<file path="config.mk">
export PLATFORM = sky130hd
export DESIGN_NAME = fifo_v4
export DESIGN_NICKNAME = d
export VERILOG_FILES = /design/src/rtl/fifo_v4_ctrl.sv /design/src/rtl/fifo_v4.sv
export SDC_FILE = /design/constraint.sdc
export NUM_CORES = 1
export LEC_CHECK = 0
export BUFFER_PORTS_ARGS = -buffer_cell sky130_fd_sc_hd__buf_2
export CAP_MARGIN = 10
export CORE_MARGIN = 2
export CORE_UTILIZATION = 45
export DETAILED_ROUTE_END_ITERATION = 10
export PLACE_DENSITY = 0.62
export SYNTH_ARGS = -nofsm -noshare
export SYNTH_HDL_FRONTEND = slang
export SYNTH_SLANG_ARGS = --single-unit
</file>
<file path="constraint.sdc">
create_clock -name clk_i -period 2.1 [get_ports clk_i]
set_input_delay 0.105 -clock clk_i [delete_from_list [all_inputs] [get_ports clk_i]]
set_output_delay 0.105 -clock clk_i [all_outputs]
set_load 0.005 [all_outputs]
</file>
<file path="src/rtl/fifo_v4_ctrl.sv">
// Control path for fifo_v4: pointers, usage count, handshakes and status flags.
// Storage lives in the parent; this block only says where and when to write/read.
module fifo_v4_ctrl #(
    parameter int unsigned DEPTH        = 8,
    parameter bit          FALL_THROUGH = 1'b0,
    parameter int unsigned ADDR_DEPTH   = (DEPTH > 1) ? $clog2(DEPTH) : 1
) (
    input  logic                  clk_i,
    input  logic                  rst_ni,
    input  logic                  clr_i,
    input  logic                  flush_i,
    input  logic                  valid_i,
    output logic                  ready_o,
    output logic                  valid_o,
    input  logic                  ready_i,
    input  logic [ADDR_DEPTH:0]   alm_full_thresh_i,
    input  logic [ADDR_DEPTH:0]   alm_empty_thresh_i,
    output logic [ADDR_DEPTH:0]   usage_o,
    output logic                  full_o,
    output logic                  empty_o,
    output logic                  alm_full_o,
    output logic                  alm_empty_o,
    output logic                  we_o,
    output logic [ADDR_DEPTH-1:0] wr_ptr_o,
    output logic [ADDR_DEPTH-1:0] rd_ptr_o,
    output logic                  bypass_o
);

    localparam logic [ADDR_DEPTH:0]   FifoDepth = DEPTH[ADDR_DEPTH:0];
    localparam logic [ADDR_DEPTH:0]   CntOne    = 1;
    localparam logic [ADDR_DEPTH-1:0] PtrOne    = 1;
    localparam logic [ADDR_DEPTH-1:0] LastPtr   = ADDR_DEPTH'(DEPTH - 1);

    logic [ADDR_DEPTH-1:0] rd_ptr_q, rd_ptr_d;
    logic [ADDR_DEPTH-1:0] wr_ptr_q, wr_ptr_d;
    logic [ADDR_DEPTH:0]   cnt_q, cnt_d;
    logic                  push, pop, is_empty;

    // Explicit wrap so non-power-of-two depths work; DEPTH=1 keeps pointers at 0.
    function automatic logic [ADDR_DEPTH-1:0] next_ptr(input logic [ADDR_DEPTH-1:0] ptr);
        return (ptr == LastPtr) ? '0 : ptr + PtrOne;
    endfunction

    always_comb begin
        is_empty = (cnt_q == '0);
        full_o   = (cnt_q == FifoDepth);
        ready_o  = ~full_o;
        bypass_o = FALL_THROUGH && is_empty && valid_i;
        valid_o  = ~is_empty || bypass_o;
        // A fall-through element taken in the same cycle never touches storage.
        push     = valid_i && ready_o && !(bypass_o && ready_i);
        pop      = valid_o && ready_i && !is_empty;
        we_o     = push && !clr_i && !flush_i;
    end

    always_comb begin
        rd_ptr_d = rd_ptr_q;
        wr_ptr_d = wr_ptr_q;
        cnt_d    = cnt_q;
        if (clr_i || flush_i) begin
            rd_ptr_d = '0;
            wr_ptr_d = '0;
            cnt_d    = '0;
        end else begin
            if (push) begin
                wr_ptr_d = next_ptr(wr_ptr_q);
            end
            if (pop) begin
                rd_ptr_d = next_ptr(rd_ptr_q);
            end
            case ({push, pop})
                2'b10:   cnt_d = cnt_q + CntOne;
                2'b01:   cnt_d = cnt_q - CntOne;
                default: cnt_d = cnt_q;
            endcase
        end
    end

    always_ff @(posedge clk_i or negedge rst_ni) begin
        if (!rst_ni) begin
            rd_ptr_q <= '0;
            wr_ptr_q <= '0;
            cnt_q    <= '0;
        end else begin
            rd_ptr_q <= rd_ptr_d;
            wr_ptr_q <= wr_ptr_d;
            cnt_q    <= cnt_d;
        end
    end

    always_comb begin
        usage_o     = cnt_q;
        empty_o     = is_empty;
        alm_full_o  = (cnt_q >= alm_full_thresh_i);
        alm_empty_o = (cnt_q <= alm_empty_thresh_i);
        wr_ptr_o    = wr_ptr_q;
        rd_ptr_o    = rd_ptr_q;
    end

    depth_nonzero_a : assert property (@(posedge clk_i) DEPTH > 0);
    cnt_bound_a : assert property (@(posedge clk_i) disable iff (!rst_ni) cnt_q <= FifoDepth);

endmodule

</file>
<file path="src/rtl/fifo_v4.sv">
// Synchronous ready/valid FIFO with run-time almost-full/empty thresholds,
// arbitrary depth and optional fall-through.
module fifo_v4 #(
    parameter bit          FALL_THROUGH = 1'b0,
    parameter int unsigned DATA_WIDTH   = 32,
    parameter int unsigned DEPTH        = 8,
    parameter type         dtype        = logic [DATA_WIDTH-1:0],
    parameter int unsigned ADDR_DEPTH   = (DEPTH > 1) ? $clog2(DEPTH) : 1
) (
    input  logic                clk_i,
    input  logic                rst_ni,
    input  logic                clr_i,
    input  logic                flush_i,
    input  logic                valid_i,
    output logic                ready_o,
    input  dtype                data_i,
    output logic                valid_o,
    input  logic                ready_i,
    output dtype                data_o,
    input  logic [ADDR_DEPTH:0] alm_full_thresh_i,
    input  logic [ADDR_DEPTH:0] alm_empty_thresh_i,
    output logic [ADDR_DEPTH:0] usage_o,
    output logic                full_o,
    output logic                empty_o,
    output logic                alm_full_o,
    output logic                alm_empty_o
);

    dtype                  mem_q [DEPTH];
    logic                  we;
    logic                  bypass;
    logic [ADDR_DEPTH-1:0] wr_ptr, rd_ptr;

    fifo_v4_ctrl #(
        .DEPTH        (DEPTH),
        .FALL_THROUGH (FALL_THROUGH),
        .ADDR_DEPTH   (ADDR_DEPTH)
    ) u_ctrl (
        .clk_i              (clk_i),
        .rst_ni             (rst_ni),
        .clr_i              (clr_i),
        .flush_i            (flush_i),
        .valid_i            (valid_i),
        .ready_o            (ready_o),
        .valid_o            (valid_o),
        .ready_i            (ready_i),
        .alm_full_thresh_i  (alm_full_thresh_i),
        .alm_empty_thresh_i (alm_empty_thresh_i),
        .usage_o            (usage_o),
        .full_o             (full_o),
        .empty_o            (empty_o),
        .alm_full_o         (alm_full_o),
        .alm_empty_o        (alm_empty_o),
        .we_o               (we),
        .wr_ptr_o           (wr_ptr),
        .rd_ptr_o           (rd_ptr),
        .bypass_o           (bypass)
    );

    // Flush leaves storage alone; only clear wipes it.
    always_ff @(posedge clk_i or negedge rst_ni) begin
        if (!rst_ni) begin
            mem_q <= '{default: '0};
        end else if (clr_i) begin
            mem_q <= '{default: '0};
        end else if (we) begin
            mem_q[wr_ptr] <= data_i;
        end
    end

    assign data_o = bypass ? data_i : mem_q[rd_ptr];

    data_stable_a : assert property (@(posedge clk_i) disable iff (!rst_ni)
        (valid_i && $past(valid_i && !ready_o)) |-> (data_i == $past(data_i)));

endmodule

</file>
# == Yosys cells after proc, flatten, opt, wreduce, memory -nomap -nowiden ==
# Cells that the tools add are included.
# word_totals
register_bits,266
# classes
n_addsub,4
order_cmp,5
n_eq_ne,5
n_mux,16
bitwise_logic,4
reduce_logical,15
# ops
op,count
$mux 256,2
$bwmux 256,1
$bmux 32 s3,1
$demux 32 s3,1
$mux 32,3
$mux 3,6
$ge 4x4->1 const B,2
$not 3->4,2
$pmux 4 s2,1
$add 3x1->3 const B,2
$eq 3x3->1 const B,2
$logic_and 1x1->1,6
$reduce_bool 2->1,3
$add 4x1->4 const B,1
$eq 4x4->1 const B,1
$ge 4x4->1,1
$le 4x4->1,1
$logic_not 4->1,1
$lt 4x1->1 const B,1
$mux 4,1
$sub 4x1->4 const B,1
$logic_not 1->1,3
$reduce_bool 3->1,1
$eq 2x1->1 const B,1
other kinds (3),4

# == Logic depth before layout (Yosys ltp) ==
# depth
ltp_word,8
mapped_depth,10
ltp_nobuf,8

# == By module ==
# From an unflattened synthesis, not the netlist that was laid out.
# unflattened
hier_cells,1561
area_unflattened_um2,14114.8
# modules_own_cells
mod,n_inst,cells_per_inst,area_each_um2,seq_area_each_um2
fifo_v4,1,1457,13218.9,6406.1
fifo_v4_ctrl,1,104,895.9,250.2

# == Worst setup path after synthesis ==
# OpenSTA, ideal clock, no wires.
# synth_timing
kind,register to register
startpoint,register u_ctrl.cnt_q[1] (netlist: u_ctrl.usage_o[1])
endpoint,register u_ctrl.cnt_q[3] (netlist: u_ctrl.usage_o[3])
arrival_ns,2.187
required_ns,2.034
slack_ns,-0.153
path_stages_with_launch,9
n_path_buf,1
period_less_slack_ns,2.253
path_cell_list,dfrtp_1 buf_2 o41ai_4 nor2_1 ha_1 nor4b_1 a2bb2oi_1 or4_1 nand2_1
# synth_between
elab_chain_len,7
word_cells_on_any_way,15
cone_classes,add/sub (2); eq/ne (3); mux (2); bitwise (2); reduce/logical (6)
# synth_rtl
item,line_no,rtl
"start, declared",fifo_v4_ctrl.sv:36,"logic [ADDR_DEPTH:0] cnt_q, cnt_d;"
"start signal, assigned",fifo_v4_ctrl.sv:87,cnt_q <= cnt_d;
$logic_not 4->1,fifo_v4_ctrl.sv:45,is_empty = (cnt_q == '0);
$not 1->1,fifo_v4_ctrl.sv:49,valid_o = ~is_empty || bypass_o;
$logic_and 1x1->1 (2 in series),fifo_v4_ctrl.sv:52,pop = valid_o && ready_i && !is_empty;
$eq 2x1->1 / $eq 2x2->1 (equally long branches),fifo_v4_ctrl.sv:71,"case ({push, pop})"
$pmux 4 s2,fifo_v4_ctrl.sv:71,
$mux 4,fifo_v4_ctrl.sv:60,if (clr_i || flush_i) begin
# Parallel ways exist; a longest one is shown, timed or not.
# A chain may end at the register's enable or synchronous reset.

==> flow_summary.yaml <==
run_status:
  status: "complete, but fails checks"
  violations: "negative setup slack"
final_layout:
  seq_area_um2: 6665
  drive_above_1_share_pct: 25.49
  synthToLayoutAreaGrowth_pct: 23.45
  multi_input_area_um2: 5907
  nNetsFinal: 1458
  fillers: 2504
  utilization_pct: 56.18
  diodes: 0
  fin_area_um2: 16040
detailed_routing:
  drtAntennaViolNets: 0
  vias: 10070
  via_per_inst: 5.584
  first_pass_iters: 6
  wl_per_cell_um: 20.31
  routed_wl_mm: 36.64
  drc: 0
  drtIter0Drc: 884
floorplanning:
  core_area_um2: 28550
  rows: 62
  die_area_um2: 30250
  die_h_um: 173.9
  die_x_um: 173.9
  io_pins: 88
  start_util_pct: 45.51
placed_design:
  gp_congestion: 0.8081
  dp_hpwl_mm: 21.18
  portBuffers: 87
  dpl_cell_area_um2: 14270
yosys:
  ys_seq_area_share_pct: 51.23
  ys_types: 51
  synth-seq-cells: 266
  yosys-top-cells-area: "dfrtp_1, nand2_1, mux4_2"
  synth_edf_count: 0
  synthCells: 1279
  synth_fp_nets: 1339
  syn_avg_cell_area_um2: 10.16
  synth-async-reset-ratio_pct: 100.0
  yosysWarnings: 0
  ys.flop_type: "dfrtp_1"
  yosys.area.top_type_share_pct: 51.23
  syn_area_um2: 12990
  synth_top_cell_by_area: "dfrtp_1"
worst_setup_path:
  critPathRequiredTime_ns: 2.00
  path_class: "reg2out"
  end_kind: "primary output"
  crit_arrival_ns: 2.26
  critPathLaunchType: "flop"
  rrSetupSlack_ns: -0.08
  crit_fanout: 12
sta:
  hold_viol: 0
  slew_viol_final: 0
  worst_pin_slew_ns: 0.8893
  setup_slack_ns: -0.2657
  rsz0062_at_grt: "true"
  setup_viol: 35
  min_period_ns: 2.366
  max-slew-margin-rel_pct: 40.72
  clock_skew_ns: 0.01139
  max_freq_mhz: 422.7
  fin_crit_sh_pct: 112.7
power_and_ir_drop:
  vdd_drop_max_mv: 0.5339
  leakagePower_nw: 6.824
  power.total_mw: 11.09
  powerDensity_nw_per_um2: 691.3
clocking:
  clkSlewWorstSetupHoldPaths_ns: 0.06
  root_buffer: "clkbuf_16"
  cts_made_buffers: 29
  clock-sinks: 266
  h-tree-depth: 1
  clk_latency_ns: 0.55
  cts_buffer_depth: 3
  cts_tree: "yes"
grt:
  grt_use_total_pct: 24.45
  antenna_found_initial: 0
  overflow: 0
  grt_start_max_net_pins: 146
  grt_pass1_wl_mm: 58.76
  grt_pass1_vias: 10410
worst_hold_path:
  hold_path.class: "in2async"
job:
  drv_cap: 0
==> cell type report <==
| type | instances | share of cell area (%) |
|---|---|---|
| timing repair buffer | 213 | 12.46 |
| clock buffer | 40 | 5.094 |
| multi-input combinational | 878 | 36.83 |
| inverter | 10 | 0.2964 |
| sequential | 266 | 41.56 |
| clock inverter | 13 | 0.7723 |
| tap | 384 | 2.996 |
==> cell families after synthesis <==
logic type | synth area share, %
AOI/OAI and AO/OA | 10.81
xor gates and xnor gates | 0.2023
adders and majority gates | 1.348
buffers and inverters | 4.892
DFF | 51.23
muxes | 16.33
and+or+nand+nor | 15.19
==> synthesized netlist by cell type (6+ instances only) <==
master / instances
buf_4: 10
clkbuf_2: 27
nand3b_1: 6
dfrtp_1: 266
mux2_2: 32
buf_2: 26
inv_1: 9
mux4_2: 64
nor2_1: 47
nand2_1: 395
clkbuf_1: 58
a21oi_1: 196
a22o_1: 31
ha_1: 14
mux2i_1: 32
==> state kept, by name (all words and copies together), names as in the netlist <==
register and cells:
u_ctrl.usage_o 4, u_ctrl.wr_ptr_o 3, u_ctrl.rd_ptr_o 3, mem_q 256
==> what timing repair did <==
item / in CTS / in global routing
pin swaps: 8 / 14
resized for setup: 29 / 29
gates cloned: 2 / 3
buffers inserted: 11 / 4
endpoints found under the hold margin: 524 / 0
hold buffers: 36 / 0
endpoints found under the setup margin: 49 / 146
==> metal layers <==
| layer | global-route usage, % | vias up | wire, µm |
|---|---|---|---|
| met5 | 0 | - | 0 |
| met4 | 6.057 | 0 | 698 |
| met3 | 3.500 | 61 | 2423 |
| met2 | 40.32 | 342 | 17930 |
| met1 | 34.42 | 5072 | 15590 |
| li1 | - | 4599 | - |
==> power by group <==
group | internal, mW | switching (mW) | total (mW)
Combinational | 0.360 | 0.510 | 0.870
Clock | 2.95 | 2.09 | 5.04
Sequential | 5.16 | 0.0195 | 5.18
==> stage by stage <==
stage          hold slack (ns)  TNS (ns)  std cells  worst slack, ns
6_report               0.09354    -7.628       1804          -0.2657
5_1_grt                 0.1294    -9.790       1804          -0.3139
4_1_cts                0.04364    -8.065       1797          -0.2868
3_5_place_dp           0.09014  -0.08529       1695         -0.06133
3_3_place_gp           0.09014         0       1695         0.001064
2_1_floorplan          -0.1906         0       1279         0.003565
==> final timing paths <==
check,startpoint,end,depth (start not counted)
hold reg to reg,mem_q[141]$_DFFE_PN0P_,mem_q[141]$_DFFE_PN0P_,1
setup reg to reg,u_ctrl.usage_o[0]$_DFFE_PN0P_,u_ctrl.usage_o[3]$_DFFE_PN0P_,9
min in group clk_i,ready_i,u_ctrl.rd_ptr_o[2]$_DFFE_PN0P_,4
hold / removal,rst_ni,mem_q[34]$_DFFE_PN0P_,2
max in group asynchronous,rst_ni,mem_q[89]$_DFFE_PN0P_,3
setup / recovery,u_ctrl.rd_ptr_o[0]$_DFFE_PN0P_,data_o[19],5
==> critical path, stage by stage, from the launching register on <==
cell and delay [ns]:
dfrtp_4 0.43, buf_12 0.16, buf_16 0.17, mux4_2 0.52, mux2_4 0.30, buf_6 0.12
==> cells in the final DEF, fill, tap and decap left out, types with 3 or more instances in the layout <==
cell type,Yosys,final
clkbuf_8,0,5
nand3_1,5,4
a22o_1,31,31
dfrtp_2,0,4
nand2_1,395,395
clkbuf_16,0,31
inv_1,9,7
a21oi_1,196,195
nor2_2,0,3
clkinv_2,0,8
nor2_1,47,41
ha_4,0,3
dfrtp_1,266,261
or3_1,3,3
mux4_2,64,64
dlygate4sd3_1,0,36
mux2_2,32,25
nor2_4,0,5
ha_1,14,10
clkbuf_1,58,6
buf_2,26,79
buf_12,0,27
mux2i_1,32,32
nand3b_1,6,6
buf_4,10,44
o21ai_0,5,3
o21ai_1,2,4
mux2_4,0,7
buf_6,2,21
nor2b_1,4,4
nand2b_1,5,4
Power figures use the tool's default switching activity.
